<file path="config.mk">
export PLATFORM = sky130hd
export DESIGN_NAME = alu_result_accumulator
export DESIGN_NICKNAME = d
export VERILOG_FILES = /design/src/rtl/alu_result_accumulator.sv
export SDC_FILE = /design/constraint.sdc
export NUM_CORES = 1
export LEC_CHECK = 0
export CORE_ASPECT_RATIO = 1.5
export CORE_MARGIN = 4
export CORE_UTILIZATION = 45
export CTS_BUF_LIST = sky130_fd_sc_hd__clkbuf_8
export CTS_CLUSTER_SIZE = 14
export DETAILED_ROUTE_END_ITERATION = 6
export GPL_TIMING_DRIVEN = 0
export PLACE_DENSITY_LB_ADDON = 0.25
export SLEW_MARGIN = 0
export SYNTH_ARGS = -nofsm -noshare
export SYNTH_HDL_FRONTEND = slang
export SYNTH_SLANG_ARGS = --single-unit
</file>
<file path="constraint.sdc">
create_clock -name clk_i -period 4.97 [get_ports clk_i]
set_input_delay 0.7455 -clock clk_i [delete_from_list [all_inputs] [get_ports clk_i]]
set_output_delay 0.7455 -clock clk_i [all_outputs]
set_load 0.005 [all_outputs]
</file>
<file path="src/rtl/alu_result_accumulator.sv">
// alu_result_accumulator: windowed saturating sum/min/max/count/overflow statistics over ALU results
module alu_result_accumulator #(
  parameter int N_SAMPLES = 4,
  parameter int ACC_W = 8,
  localparam int CNT_W = $clog2(N_SAMPLES + 1)
) (
  input  logic             clk_i,
  input  logic             rst_ni,
  input  logic             in_valid_i,
  input  logic [4:0]       in_data_i,
  input  logic             in_last_i,
  output logic             in_ready_o,
  output logic             out_valid_o,
  input  logic             out_ready_i,
  output logic [ACC_W-1:0] out_sum_o,
  output logic [4:0]       out_min_o,
  output logic [4:0]       out_max_o,
  output logic [CNT_W-1:0] out_count_o,
  output logic             out_ovf_o
);
  localparam logic ACCUM = 1'b0;
  localparam logic DONE = 1'b1;
  logic state_q, state_d;
  logic [ACC_W-1:0] sum_q, sum_d;
  logic [4:0] min_q, min_d, max_q, max_d;
  logic [CNT_W-1:0] count_q, count_d;
  logic ovf_q, ovf_d;
  logic xfer, clear, first, sat, close;
  logic [ACC_W:0] wide;
  logic [ACC_W-1:0] clamped;
  always_comb begin
    xfer = in_valid_i && state_q == ACCUM;
    clear = out_ready_i && state_q == DONE;
    first = count_q == '0;
    wide = {sum_q[ACC_W-1], sum_q} + {{(ACC_W-4){in_data_i[4]}}, in_data_i};
    sat = wide[ACC_W] != wide[ACC_W-1];
    clamped = sat ? (wide[ACC_W] ? {1'b1, {(ACC_W-1){1'b0}}} : {1'b0, {(ACC_W-1){1'b1}}}) : wide[ACC_W-1:0];
    close = in_last_i || count_q == CNT_W'(N_SAMPLES - 1);
    sum_d = clear ? '0 : xfer ? clamped : sum_q;
    ovf_d = clear ? 1'b0 : (xfer && sat) | ovf_q;
    count_d = clear ? '0 : xfer ? count_q + CNT_W'(1) : count_q;
    min_d = clear ? '0 : !xfer ? min_q : (first || $signed(in_data_i) < $signed(min_q)) ? in_data_i : min_q;
    max_d = clear ? '0 : !xfer ? max_q : (first || $signed(in_data_i) > $signed(max_q)) ? in_data_i : max_q;
    state_d = clear ? ACCUM : (xfer && close) ? DONE : state_q;
  end
  always_ff @(posedge clk_i or negedge rst_ni) begin
    if (!rst_ni) begin
      state_q <= ACCUM;
      sum_q <= '0;
      min_q <= '0;
      max_q <= '0;
      count_q <= '0;
      ovf_q <= 1'b0;
    end else begin
      state_q <= state_d;
      sum_q <= sum_d;
      min_q <= min_d;
      max_q <= max_d;
      count_q <= count_d;
      ovf_q <= ovf_d;
    end
  end
  assign in_ready_o = state_q == ACCUM;
  assign out_valid_o = state_q == DONE;
  assign out_sum_o = sum_q;
  assign out_min_o = min_q;
  assign out_max_o = max_q;
  assign out_count_o = count_q;
  assign out_ovf_o = ovf_q;
endmodule

</file>
==> summary.txt <==
Floorplan
  • Area of the core: about 3600 um^2
  • Height of the die: 82.9 um
  • IO Count: 34
  • Number of placement rows: 27
  • Horizontal die dimension: 57.9 um
  • Starting Density: 46.1%
  • Die Outline Area: between 4000 and 5000 um^2

Finish
  • Synth-to-layout area growth: 25.5%
  • Fraction of final layout cells with drive strength greater than 1: 9.81%
  • Layout fillers: 337
  • Post-layout nets: roughly 250
  • Antenna diodes: 0

Critical path
  • Critical-path cell with the highest stage delay: sky130_fd_sc_hd__clkdlybuf4s50_1
  • Required time of the critical path: 5.12 ns
  • CP Launch Point: in_data_i[0]
  • Category of the worst setup path capture point: flip-flop
  • Cell-by-cell trace of the critical path: clkdlybuf4s50_1 -> ha_1 -> fa_1 -> a211oi_2 -> o21bai_2 -> a211o_2 -> a21boi_0 -> o21ai_0 -> a32o_1
  • Bufs and invs on worst path: 1
  • Start of the worst register-to-register path: out_sum_o[0]$_DFFE_PN0P_
  • Max incr delay on CP: ~0.44 ns
  • Maximum fanout along the worst path: 3
  • Family with the most delay on the worst path: compound AO/OA/AOI/OAI gates
  • Worst Path Class, Setup: in2reg
  • Data arrival at the endpoint of the critical path: 3.13 ns
  • Critical path launch point type: primary input

Run status
  • Status: complete, no violations

Clock network
  • Number of buffers created by CTS: 3
  • CTS clock-pin slew for the worst setup and hold paths: about 0.080 ns
  • Number of setup buffers added after CTS: 0
  • Quantity of gates resized following cts: 0
  • TritonCTS clock tree: yes
  • Clock Latency Late Sink: 0.26 ns
  • Max Buffers Root-to-Sink: 2
  • Library cell used as clock root buffer: sky130_fd_sc_hd__clkbuf_8
  • Count of clock tree sinks: 23
  • Hold Buf Count CTS: 0
  • H-tree lvl count: 1

Synthesis
  • Nets in the synthesized netlist: 208
  • Synth Warn #: 0
  • Leading post-synthesis cells by cell area: sky130_fd_sc_hd__dfrtp_1 (34%), sky130_fd_sc_hd__ha_1 (15%), sky130_fd_sc_hd__mux2i_1 (6.5%)
  • Synthesized instance count: 177
  • Dominant register cell in the synthesized netlist: sky130_fd_sc_hd__dfrtp_1
  • Post-synth cell types: 42
  • Yosys reg bits: 23
  • Synthesized area: 1680 um^2
  • Portion of synthesized cell area occupied by the leading cell type: between 30 and 40%
  • Post-synth top area cell: sky130_fd_sc_hd__dfrtp_1
  • Mean Syn Cell Area: 9.51 um^2
  • Number of flops mapped to enable cells by yosys: 0
  • FFs w/ async S/R, synth: 100%
  • Sequential fraction of the synthesis area: 34.2%

Global route
  • Residual overflow from global routing: 0
  • Met2 global-route usage: 32.0%
  • Vias in the first global route: 1493
  • First-pass GRT wire length: 6640 um
  • Antenna violations before repair: 0
  • Top Usage Layer GRT: met2
  • GR Layer Usage met1: 18.6%
  • Met3 usage: 1.24%
  • Global Route Usage Sum: 17.1%
  • Largest net degree at the start of global routing: 24

Timing
  • Smallest setup slack after layout: approximately 2.0 ns
  • Hold violation total from the final report: 0
  • Min Tclk post-route: 2.98 ns
  • Rel. slew slack: 29.1%
  • Unrepaired setup endpoints after global routing: no
  • Actual transition at the worst max-transition pin: roughly 1.1 ns
  • Min Hold Slack: about 0.51 ns
  • Setup-violating endpoint count in the final report: 0
  • Sum of negative setup slack: 0 ns
  • Max frequency: 0.335 GHz
  • Number of pins with negative max-slew slack in the final report: 0
  • Worst clock skew: approximately 0.0047 ns
  • Final worst path period share: 60.0%

Placed design
  • Count of buffers inserted at the top-level ports: 33
  • Final Wtd Congestion: 0.780
  • HPWL reported at the end of detailed placement: 3140 um
  • Post-Place Setup Slack: 1.70 ns

Route
  • Detail-routed via count per cell: 5.56
  • Total via count after detailed routing: between 1k and 1.5k
  • Remaining antenna violation count: 0
  • Total wire length after detailed routing: 3890 um
  • Remaining DRCs: 0
  • DR pass1 iterations: 4
  • Drt wl/cell: around 15 um
  • Drt first-iter violations: 30

Power and ir drop
  • Areal power density over the cells: 605 nW/um^2
  • VDD IR-drop max: about 0.41 mV
  • Clk pwr share: 9.0%
  • Switching share of power: slightly above 40%
  • Internal power component: 760 uW
  • Leakage dissipation: 0.00102 uW
  • Proportion of power drawn by combinational gates: 63.9%
  • Switching Power: 518 uW
  • Reg power frac: about 27%

Min path
  • Worst min-delay path class: reg2reg
  • Hold Path Origin: out_ovf_o$_DFF_PN0_

Flow run
  • MaxCap Viol Count: 0
[cell usage after synthesis (3+ instances only)]
| cell type | count |
|---|---|
| sky130_fd_sc_hd__nand3_1 | 3 |
| sky130_fd_sc_hd__maj3_2 | 4 |
| sky130_fd_sc_hd__o21ai_0 | 8 |
| sky130_fd_sc_hd__a22o_1 | 3 |
| sky130_fd_sc_hd__dfrtp_1 | 23 |
| sky130_fd_sc_hd__clkbuf_1 | 3 |
| sky130_fd_sc_hd__inv_1 | 19 |
| sky130_fd_sc_hd__nor2b_1 | 3 |
| sky130_fd_sc_hd__mux2i_1 | 11 |
| sky130_fd_sc_hd__nor2_1 | 7 |
| sky130_fd_sc_hd__nand2_1 | 22 |
| sky130_fd_sc_hd__o21a_1 | 4 |
| sky130_fd_sc_hd__o21ai_1 | 5 |
| sky130_fd_sc_hd__a21oi_1 | 7 |
| sky130_fd_sc_hd__a21o_1 | 3 |
| sky130_fd_sc_hd__ha_1 | 20 |
| sky130_fd_sc_hd__xor2_1 | 3 |
[flip-flops by register name (all words and copies together) (netlist names)]
name / cells
out_sum_o: 8
out_max_o: 5
out_min_o: 5
out_count_o: 3
out_ovf_o: 1
out_valid_o: 1
[metal layers]
layer | routed length (um) | share of wire, %
met1 | 1530 | 39
met2 | 2140 | 55
met3 | 118 | 3.0
met4 | 105 | 2.7
met5 | 0 | 0
[power by group through the flow]
| stage | Combinational [uW] | Clock, uW | Sequential [uW] |
|---|---|---|---|
| after detailed placement | 820 | 0 | 350 |
| after global routing | 903 | 126 | 361 |
| after CTS | 824 | 118 | 347 |
| after global placement | 789 | 0 | 345 |
| final | 816 | 114 | 347 |
| after floorplan | 521 | 0 | 343 |
[path summary, 6_finish.rpt]
| path | endpoint | slack, ns | cells past startpoint |
|---|---|---|---|
| min | out_ovf_o$_DFF_PN0_ | 0.51 | 2 |
| max in group asynchronous | out_max_o[3]$_DFFE_PN0P_ | 3.27 | 1 |
| min in group asynchronous | out_min_o[4]$_DFFE_PN0P_ | 1.06 | 1 |
| min reg2reg | out_ovf_o$_DFF_PN0_ | 0.51 | 2 |
| max reg2reg | out_sum_o[6]$_DFFE_PN0P_ | 2.54 | 8 |
| max | out_sum_o[6]$_DFFE_PN0P_ | 1.99 | 9 |
[layout by cell type (no fill, tap or decap), types with 3 or more instances in the layout]
| cell type | n |
|---|---|
| sky130_fd_sc_hd__a21o_1 | 3 |
| sky130_fd_sc_hd__a21oi_1 | 7 |
| sky130_fd_sc_hd__a22o_1 | 3 |
| sky130_fd_sc_hd__clkbuf_1 | 3 |
| sky130_fd_sc_hd__clkbuf_8 | 3 |
| sky130_fd_sc_hd__clkdlybuf4s50_1 | 33 |
| sky130_fd_sc_hd__dfrtp_1 | 23 |
| sky130_fd_sc_hd__ha_1 | 20 |
| sky130_fd_sc_hd__inv_1 | 20 |
| sky130_fd_sc_hd__maj3_2 | 4 |
| sky130_fd_sc_hd__mux2i_1 | 11 |
| sky130_fd_sc_hd__nand2_1 | 22 |
| sky130_fd_sc_hd__nand3_1 | 3 |
| sky130_fd_sc_hd__nor2_1 | 7 |
| sky130_fd_sc_hd__nor2b_1 | 3 |
| sky130_fd_sc_hd__o21a_1 | 4 |
| sky130_fd_sc_hd__o21ai_0 | 8 |
| sky130_fd_sc_hd__o21ai_1 | 5 |
| sky130_fd_sc_hd__xor2_1 | 3 |
[metrics by stage]
step                      instances  area (um^2)  utilization (%)  power, uW
after floorplan                 177         1680                -        864
after global placement          253         2070             56.7       1130
after detailed placement        253         2070             56.7       1170
after CTS                       257         2110             57.9       1290
after global routing            257         2110             57.9       1390
final                           257         2110             57.9       1280
[tightest hold or removal path, stage by stage, from the launching register on]
cell and delay (ns):
sky130_fd_sc_hd__dfrtp_1 0.37, sky130_fd_sc_hd__nand2_1 0.05, sky130_fd_sc_hd__o21ai_0 0.06
[layout make-up]
type	instances	area [um^2]	share of cell area, %
buffer	4	22.5	1.07
clock buffer	3	41.3	1.95
multi-input combinational	131	1010	48.0
sequential	23	576	27.3
timing repair buffer	33	330	15.6
inverter	19	71.3	3.38
clock inverter	1	3.75	0.178
tap	43	53.8	2.55
[logic make-up (layout without fill, tap and decap cells)]
group,count (synthesis),in the layout,synth area share [%]
buf+inv,23,60,5.58
compound gates,51,51,22.0
flops,23,23,34.2
xor+xnor,5,5,3.05
simple gates,39,39,9.89
fa+ha+maj,25,25,18.7
mux,11,11,6.54
Note: power is estimated with default switching activity, not from simulation.
